==> src/rtl/arb_n_rr_lock.sv <==
// Registered round-robin arbiter with grant lock and optional hold timeout.
// Define ARB_HOLD_TIMEOUT_EN to bound ownership to HOLD_MAX busy cycles.
module arb_n_rr_lock #(
  parameter int REQ_WIDTH = 16,
  parameter int IDX_W     = $clog2(REQ_WIDTH),
  parameter int HOLD_MAX  = 8
) (
  input  logic                 clk,
  input  logic                 rst_n,
  input  logic [REQ_WIDTH-1:0] req,
  output logic [REQ_WIDTH-1:0] grant,
  output logic                 grant_vld,
  output logic [IDX_W-1:0]     grant_idx,
  output logic                 hold_expired
);

  typedef enum logic {
    ST_IDLE,
    ST_BUSY
  } state_t;

  state_t               r_state;
  state_t               w_nxt_state;
  logic [REQ_WIDTH-1:0] r_grant;
  logic [REQ_WIDTH-1:0] w_nxt_grant;
  logic [REQ_WIDTH-1:0] w_own_oh;
  logic [REQ_WIDTH-1:0] w_others;
  logic [IDX_W-1:0]     r_idx;
  logic [IDX_W-1:0]     w_nxt_idx;
  logic [IDX_W-1:0]     r_ptr;
  logic [IDX_W-1:0]     w_nxt_ptr;
  logic [IDX_W-1:0]     w_ptr_inc;
  logic                 r_vld;
  logic                 w_timeout;
  logic                 w_new_grant;
  logic                 w_idle_hit;
  logic                 w_rel_hit;
  logic [IDX_W-1:0]     w_idle_win;
  logic [IDX_W-1:0]     w_rel_win;

  // First set bit of v, searching from p upward with wrap.
  function automatic logic [IDX_W:0] f_pick(
    input logic [REQ_WIDTH-1:0] v,
    input logic [IDX_W-1:0]     p
  );
    logic             hit;
    logic [IDX_W-1:0] win;
    hit = 1'b0;
    win = '0;
    for (int k = 0; k < REQ_WIDTH; k++) begin
      int j;
      j = int'(p) + k;
      if (j >= REQ_WIDTH) j = j - REQ_WIDTH;
      if (!hit && v[IDX_W'(j)]) begin
        hit = 1'b1;
        win = IDX_W'(j);
      end
    end
    return {hit, win};
  endfunction

  assign w_own_oh  = REQ_WIDTH'(1) << r_idx;
  assign w_others  = req & ~w_own_oh;
  assign w_ptr_inc = (r_idx == IDX_W'(REQ_WIDTH-1)) ?
                     '0 : r_idx + 1'b1;

  assign {w_idle_hit, w_idle_win} = f_pick(req, r_ptr);
  assign {w_rel_hit, w_rel_win}   = f_pick(w_others, w_ptr_inc);

  always_comb begin
    w_nxt_state = r_state;
    w_nxt_grant = r_grant;
    w_nxt_idx   = r_idx;
    w_nxt_ptr   = r_ptr;
    w_new_grant = 1'b0;
    unique case (r_state)
      ST_IDLE: begin
        if (w_idle_hit) begin
          w_nxt_grant = REQ_WIDTH'(1) << w_idle_win;
          w_nxt_idx   = w_idle_win;
          w_nxt_state = ST_BUSY;
          w_new_grant = 1'b1;
        end
      end
      ST_BUSY: begin
        // Owner release or forced release both rotate past the owner.
        if (!req[r_idx] || w_timeout) begin
          w_nxt_ptr = w_ptr_inc;
          if (w_rel_hit) begin
            w_nxt_grant = REQ_WIDTH'(1) << w_rel_win;
            w_nxt_idx   = w_rel_win;
            w_new_grant = 1'b1;
          end else begin
            w_nxt_grant = '0;
            w_nxt_idx   = '0;
            w_nxt_state = ST_IDLE;
          end
        end
      end
      default: begin
        w_nxt_state = ST_IDLE;
        w_nxt_grant = '0;
        w_nxt_idx   = '0;
      end
    endcase
  end

  always_ff @(posedge clk or negedge rst_n) begin
    if (!rst_n) begin
      r_state <= ST_IDLE;
      r_grant <= '0;
      r_vld   <= 1'b0;
      r_idx   <= '0;
      r_ptr   <= '0;
    end else begin
      r_state <= w_nxt_state;
      r_grant <= w_nxt_grant;
      r_vld   <= |w_nxt_grant;
      r_idx   <= w_nxt_idx;
      r_ptr   <= w_nxt_ptr;
    end
  end

`ifdef ARB_HOLD_TIMEOUT_EN
  localparam int CNT_W = $clog2(HOLD_MAX+1);
  localparam logic [CNT_W-1:0] LP_LIM = CNT_W'(HOLD_MAX-1);

  logic [CNT_W-1:0] r_hold_cnt;
  logic             r_hexp;

  assign w_timeout = (r_state == ST_BUSY) &&
                     (r_hold_cnt == LP_LIM) &&
                     req[r_idx] && (|w_others);

  // Saturates at the limit so a late competitor forces release at once.
  always_ff @(posedge clk or negedge rst_n) begin
    if (!rst_n) begin
      r_hold_cnt <= '0;
      r_hexp     <= 1'b0;
    end else begin
      r_hexp <= w_timeout;
      if (w_new_grant) begin
        r_hold_cnt <= '0;
      end else if (r_state == ST_BUSY &&
                   r_hold_cnt != LP_LIM) begin
        r_hold_cnt <= r_hold_cnt + 1'b1;
      end
    end
  end

  assign hold_expired = r_hexp;
`else
  logic w_unused_hold;

  assign w_timeout     = 1'b0;
  assign w_unused_hold = w_new_grant | (HOLD_MAX < 1);
  assign hold_expired  = 1'b0;
`endif

  assign grant     = r_grant;
  assign grant_vld = r_vld;
  assign grant_idx = r_idx;

endmodule

==> config.mk <==
export PLATFORM = sky130hd
export DESIGN_NAME = arb_n_rr_lock
export DESIGN_NICKNAME = d
export VERILOG_FILES = /design/src/rtl/arb_n_rr_lock.sv
export SDC_FILE = /design/constraint.sdc
export NUM_CORES = 1
export LEC_CHECK = 0
export ABC_AREA = 1
export CAP_MARGIN = 0
export CORE_MARGIN = 1
export CORE_UTILIZATION = 55
export DETAILED_ROUTE_END_ITERATION = 7
export PLACE_DENSITY = 0.73
export SLEW_MARGIN = 10
export SYNTH_ARGS = -nofsm -noshare
export SYNTH_HDL_FRONTEND = slang
export SYNTH_SLANG_ARGS = --single-unit
==> constraint.sdc <==
create_clock -name clk -period 6.1 [get_ports clk]
set_input_delay 0.915 -clock clk [delete_from_list [all_inputs] [get_ports clk]]
set_output_delay 0.915 -clock clk [all_outputs]
set_load 0.02 [all_outputs]
==> impl_metrics.sql <==
INSERT INTO impl_metrics (metric_group, metric, value, unit) VALUES
('setup_path', 'type_of_the_setup_path_with_the_least_slack', 'reg2reg', ''),
('setup_path', 'cp-start-kind', 'flop', ''),
('sta', 'worst_clock_skew', '0.00294', 'ns'),
('setup_path', 'critical_path_peak_fanout', '27', ''),
('sta', 'maxSlewViolCount', '0', ''),
('layout', 'layout.cells.most_common', 'sky130_fd_sc_hd__nand2_1', ''),
('synth', 'synthAdderAreaFrac', '3.66', '%'),
('global_routing', 'grt_pass1_wl', '29800', 'um'),
('setup_path', 'worst-r2r-setup-slack', '1.09', 'ns'),
('global_routing', 'gr-total-overflow', '0', ''),
('clocking', 'cts_tree', 'done', ''),
('setup_path', 'worstRegToRegCells', '29', ''),
('synth', 'yosys.area.top_type_share', '22.5', '%'),
('min_path', 'min_delay_worst_endpoint', 'r_ptr[0]', ''),
('clocking', 'holdBufCountCts', '0', ''),
('routing', 'ant_nets', '0', ''),
('routing', 'detailedRoute.firstPassIterationCount', '6', ''),
('clocking', 'path_clk_slew', '0.09', 'ns'),
('status', 'run_status', 'finished, final reports clean', ''),
('placement', 'placedInstanceArea', '6520', 'um^2'),
('clocking', 'post_cts_buffers', '0', ''),
('synth', 'postSynth.topFlopCell', 'sky130_fd_sc_hd__dfrtp_1', ''),
('synth', 'number_of_enable_flip_flop_cells_after_synthesis', '0', ''),
('placement', 'hpwl', '14300', 'um'),
('synth', 'synth_xor_area_share', '3.64', '%'),
('layout', 'area_growth', '6.56', '%'),
('floorplanning', 'floorplan.die_area', '11600', 'um^2'),
('sta', 'finalSetupViolations', '0', ''),
('synth', 'portion_of_the_post_synthesis_area_used_by_sequential_elements', '10.6', '%'),
('clocking', 'worst_skew_pair.late_latency', '0.27', 'ns'),
('synth', 'synth-warning-count', '0', ''),
('synth', 'leading_post_synthesis_cells_by_cell_area', 'sky130_fd_sc_hd__nand2_1 (23%), sky130_fd_sc_hd__nand3_1 (12%), sky130_fd_sc_hd__inv_1 (11%), sky130_fd_sc_hd__dfrtp_1 (11%), sky130_fd_sc_hd__nor2_1 (6.4%)', ''),
('floorplanning', 'std_cell_rows', '38', ''),
('setup_path', 'crit_buf_inv', '3', ''),
('sta', 'hold_violations', '0', ''),
('routing', 'routed-via-count', '7019', ''),
('synth', 'library_cells_used_by_synthesis', '52', ''),
('floorplanning', 'pin_count', '40', ''),
('synth', 'main_combinational_cell_family_by_area_after_synthesis', 'simple AND/OR/NAND/NOR gates', ''),
('sta', 'layout_min_cycle_time', '5.01', 'ns'),
('setup_path', 'cp_top_family', 'simple AND/OR/NAND/NOR gates', ''),
('clocking', 'htree_num_levels', '1', ''),
('global_routing', 'initial_antenna_violation_count', '0', ''),
('synth', 'yosys-mux-area-fraction', '0.488', '%'),
('sta', 'finalWorstSetupSlack', '1.09', 'ns'),
('floorplanning', 'floorplan.die.height', '108', 'um'),
('placement', 'detailedPlace.worstSlack', '1.29', 'ns'),
('setup_path', 'crit_path_top_delay_cell', 'sky130_fd_sc_hd__dfrtp_1', ''),
('routing', 'detail_route.wl_per_cell', '13.9', 'um'),
('clocking', 'cts.sink_count', '26', ''),
('placement', 'io_buffers', '38', ''),
('sta', 'slew-limit-headroom', '50.3', '%'),
('sta', 'rsz0062_at_grt', 'no', ''),
('sta', 'timing.fmax', '200', 'MHz'),
('routing', 'totalWireLength', '18000', 'um'),
('min_path', 'min_path_cells', '2', ''),
('floorplanning', 'core', '10900', 'um^2'),
('flow_run', 'max_cap_viol_count', '0', ''),
('synth', 'post_synth_and_or_nand_nor_area_fraction', '52.2', '%'),
('synth', 'synth_compound_area_share', '13.6', '%'),
('synth', 'synth.ff_latch_count', '26', ''),
('min_path', 'hold_class', 'reg2reg', ''),
('setup_path', 'crit-reg2reg-launch', 'grant_idx[0]', ''),
('floorplanning', 'initial_core_utilization', '56.6', '%'),
('sta', 'worst-slew-pin-transition', '0.745', 'ns'),
('synth', 'synthArstFlopShare', '100', '%'),
('routing', 'drt_iter0_drc', '638', ''),
('global_routing', 'grt_max_degree', '39', ''),
('sta', 'setup_total_negative_slack', '0', 'ns'),
('global_routing', 'number_of_global_route_vias_before_repair', '6284', ''),
('routing', 'remaining_drc_errors', '0', '');
worst max-delay path by stage:
stage                      to          from  slack, ns
global route        grant_vld      r_ptr[1]       0.68
CTS                 grant_vld  grant_idx[0]       1.28
floorplan           grant_vld  grant_idx[0]       1.86
detailed placement  grant_vld      r_ptr[1]       1.29
global placement    grant_vld  grant_idx[0]       1.25
finish              grant_vld  grant_idx[0]       1.09
through the flow:
step | hold slack (ns) | std cells
finish | 0.677 | 1294
global route | 0.740 | 1294
CTS | 0.688 | 1294
detailed placement | 0.667 | 1291
global placement | 0.665 | 1291
floorplan | 0.619 | 1140
cell type report:
type                       count  area, um^2
clock buffer                   3        41.3
inverter                     192         721
multi-input combinational    887        4540
fill                        1164        4320
tap                          140         175
sequential                    26         651
timing repair buffer          46         440
cell usage after synthesis, drive strengths merged, types with 5 or more instances:
| master | n |
|---|---|
| clkbuf | 6 |
| a31oi | 6 |
| nand3 | 152 |
| ha | 18 |
| a21oi | 17 |
| nand2 | 383 |
| buf | 29 |
| nor2 | 120 |
| nand4 | 25 |
| or2 | 13 |
| inv | 188 |
| xor2 | 12 |
| o21a | 9 |
| o21ai | 105 |
| dfrtp | 26 |
| nand3b | 5 |
tightest hold or removal path: cells and delay by family (launching register included):
family | cells | cell delay [ns]
AOI/OAI and AO/OA | 1 | 0.18
buffers and inverters | 1 | 0.11
DFF | 1 | 0.35
sequential cells by signal, summed over array words and instances (netlist names):
name,cells
grant_idx,4
grant_vld,1
r_state,1
grant,16
r_ptr,4
cells by family after synthesis:
logic type / count (synthesis)
mux: 3
fa+ha+maj: 18
buf+inv: 227
xor+xnor: 14
other cells: 1
simple gates: 703
flops: 26
compound gates: 148
layer usage:
layer / GRT usage, % / vias to the layer above / wire (um)
li1: - / 3635 / -
met2: 55.8 / 237 / 8360
met4: 7.73 / 0 / 312
met5: 0 / - / 0
met1: 43.1 / 3118 / 8180
met3: 2.00 / 29 / 1110
Power is not shown: default switching activity piles up to over one toggle a cycle in this logic, so the estimate is an artifact.
==> variant: new RTL, same settings <==
`REQ_WIDTH`: 16 -> 8.
--- a/src/rtl/arb_n_rr_lock.sv
+++ b/src/rtl/arb_n_rr_lock.sv
@@ -1,7 +1,7 @@
 // Registered round-robin arbiter with grant lock and optional hold timeout.
 // Define ARB_HOLD_TIMEOUT_EN to bound ownership to HOLD_MAX busy cycles.
 module arb_n_rr_lock #(
-  parameter int REQ_WIDTH = 16,
+  parameter int REQ_WIDTH = 8,
   parameter int IDX_W     = $clog2(REQ_WIDTH),
   parameter int HOLD_MAX  = 8
 ) (
Interface: changed (resized grant, grant_idx and req); port bits go from 40 to 23. No check against the original RTL was run, so the function may have changed too.
==> variant against the original RTL <==
  * Highest routed layer unchanged
  * Non-clock buffer count fell by 25
  * Synthesized area fell by 57%
  * Global-route usage fell by 2.0 points
  * Design area fell by 56%
  * Die area fell by 57%
  * Sequential cell count fell by 10
  * Routed wire length fell by 62%
  * The run now ends with design-rule violations left
  * Count of clock-buffer cells in the layout did not move
  * Worst setup slack improved by 1.4 ns
  * Utilization rose by 3.9 points
Power is left out: the tool's default activity adds up to more than one toggle a clock period on the data nets, which glitch-free logic cannot reach.
==> variant: results (changes against the original RTL) <==
first-pass detailed-route iteration total 7 (+1); Num CTS Buffers 3 (unchanged); placement-stage cell area 0.00283 sq mm (-57%); Post-Syn Area per Cell 5.52 sq um (+2.1%); H-tree levels 1 (unchanged); first-pass GRT wire length 12.3 mm (-59%); GRT Total Usage 30.1% (-2.0 points); top cells by count, synth 165 x nand2_1, 65 x inv_1, 63 x nand3_1; crit path max fanout 20 (-26%); register area share after synthesis 15.3% (+4.7 points); DRT antenna net count 0 (unchanged); Reg clk slew, reported paths 0.06 ns (-0.03 ns); max incr delay on CP 0.78 ns (+0.30 ns); status finished with violations; Nets 511 (-57%); drc violations 1 (+1); via count 2934 (-58%); placed insts 538 (-58%); Port Buffers 21 (-45%); detailed router's first-iteration violation count 205 (-68%); quantity of gates resized following cts 0 (unchanged); skew final 0.00161 ns (-0.00133 ns); post-DP HPWL 5.56 mm (-61%); failing checks design-rule violations; CTS root buf clkbuf_8; Primary FF master, synth dfrtp_1; Routed WL 6.88 mm (-62%); largest net degree at the start of global routing 21 (-46%); share of flip-flops with an asynchronous set or reset 100% (unchanged); Synth Warn # 0 (unchanged); share of post-route cells with drive strength above 1 9.20% (+1.5 points); Placement Setup Slack 2.49 ns (+1.20 ns); fill count 432 (-63%); Worst-Skew Late Latency 0.25 ns (-0.02 ns); delay-heaviest family, CP simple AND/OR/NAND/NOR gates; max FFs per register 8 (-8); postcts setup bufs 0 (unchanged); vias in the first global route 2719 (-57%); initial antenna violation count 0 (unchanged); antenna fix cells 0 (unchanged); CTS Buffer Depth 2 (unchanged); slew margin rel. 51.0% (+0.67 points); Netlist cell types 34 (-35%); Syn Nets 495 (-58%); final worst slack 2.48 ns (+1.39 ns); Hold WC Path Type reg -> reg; drt via density 5.42 (about the same); Synth area leaders nand2_1 24%, dfrtp_1 15%, nand3_1 12%; GPL Wtd Cong 0.946 (about the same); Slowest-stage cell, CP dfrtp_1
## variant: cell types whose count changed after synthesis, moves of 7 or more
cell,delta
nand2_1,-205
nor2_1,-74
o21a_1,-9
a21oi_1,-7
dfrtp_1,-10
ha_1,-8
nand4_1,-13
nand3_1,-80
o21ai_1,-18
o21ai_0,-44
or2_1,-9
inv_1,-109
## variant: final cells by class
type,instances,area (sq um),share of cell area [%]
flip-flops and latches,16,400,13.9
inverters,76,285,9.93
multi-input cells,373,1870,65.1
repair buffers,21,210,7.32
well taps,52,65.1,2.27
clock buffers,3,41.3,1.44
## variant: path summary, 6_finish.rpt
check | start | endpoint | slack [ns] | cells after the start
max in group asynchronous | rst_n | r_ptr[2]$_DFFE_PN0P_ | 4.54 | 1
max | r_ptr[0]$_DFFE_PN0P_ | grant_vld$_DFF_PN0_ | 2.48 | 20
min in group asynchronous | rst_n | grant[0]$_DFF_PN0_ | 1.10 | 1
min reg2reg | grant[7]$_DFF_PN0_ | grant[7]$_DFF_PN0_ | 0.64 | 4
max reg2reg | r_ptr[0]$_DFFE_PN0P_ | grant_vld$_DFF_PN0_ | 2.48 | 20
min | grant[7]$_DFF_PN0_ | grant[7]$_DFF_PN0_ | 0.64 | 4
## variant: cells by family after synthesis
| logic type | count (synthesis) | share of synthesized area [%] |
|---|---|---|
| adder cells (fa/ha/maj) | 10 | 4.78 |
| flip-flops | 16 | 15.3 |
| other | 1 | 0.143 |
| XOR/XNOR | 6 | 2.01 |
| AO/OA/AOI/OAI | 58 | 12.1 |
| AND/OR/NAND/NOR | 298 | 52.3 |
| buffers and inverters | 86 | 13.4 |
## variant: per-layer routing
layer  vias up  track usage [%]  routed length, um
met5         -                0                  0
met4         0             6.89                 79
met3        15             3.13                348
met2       103             52.2               3210
met1      1276             40.3               3250
li1       1540                -                  -
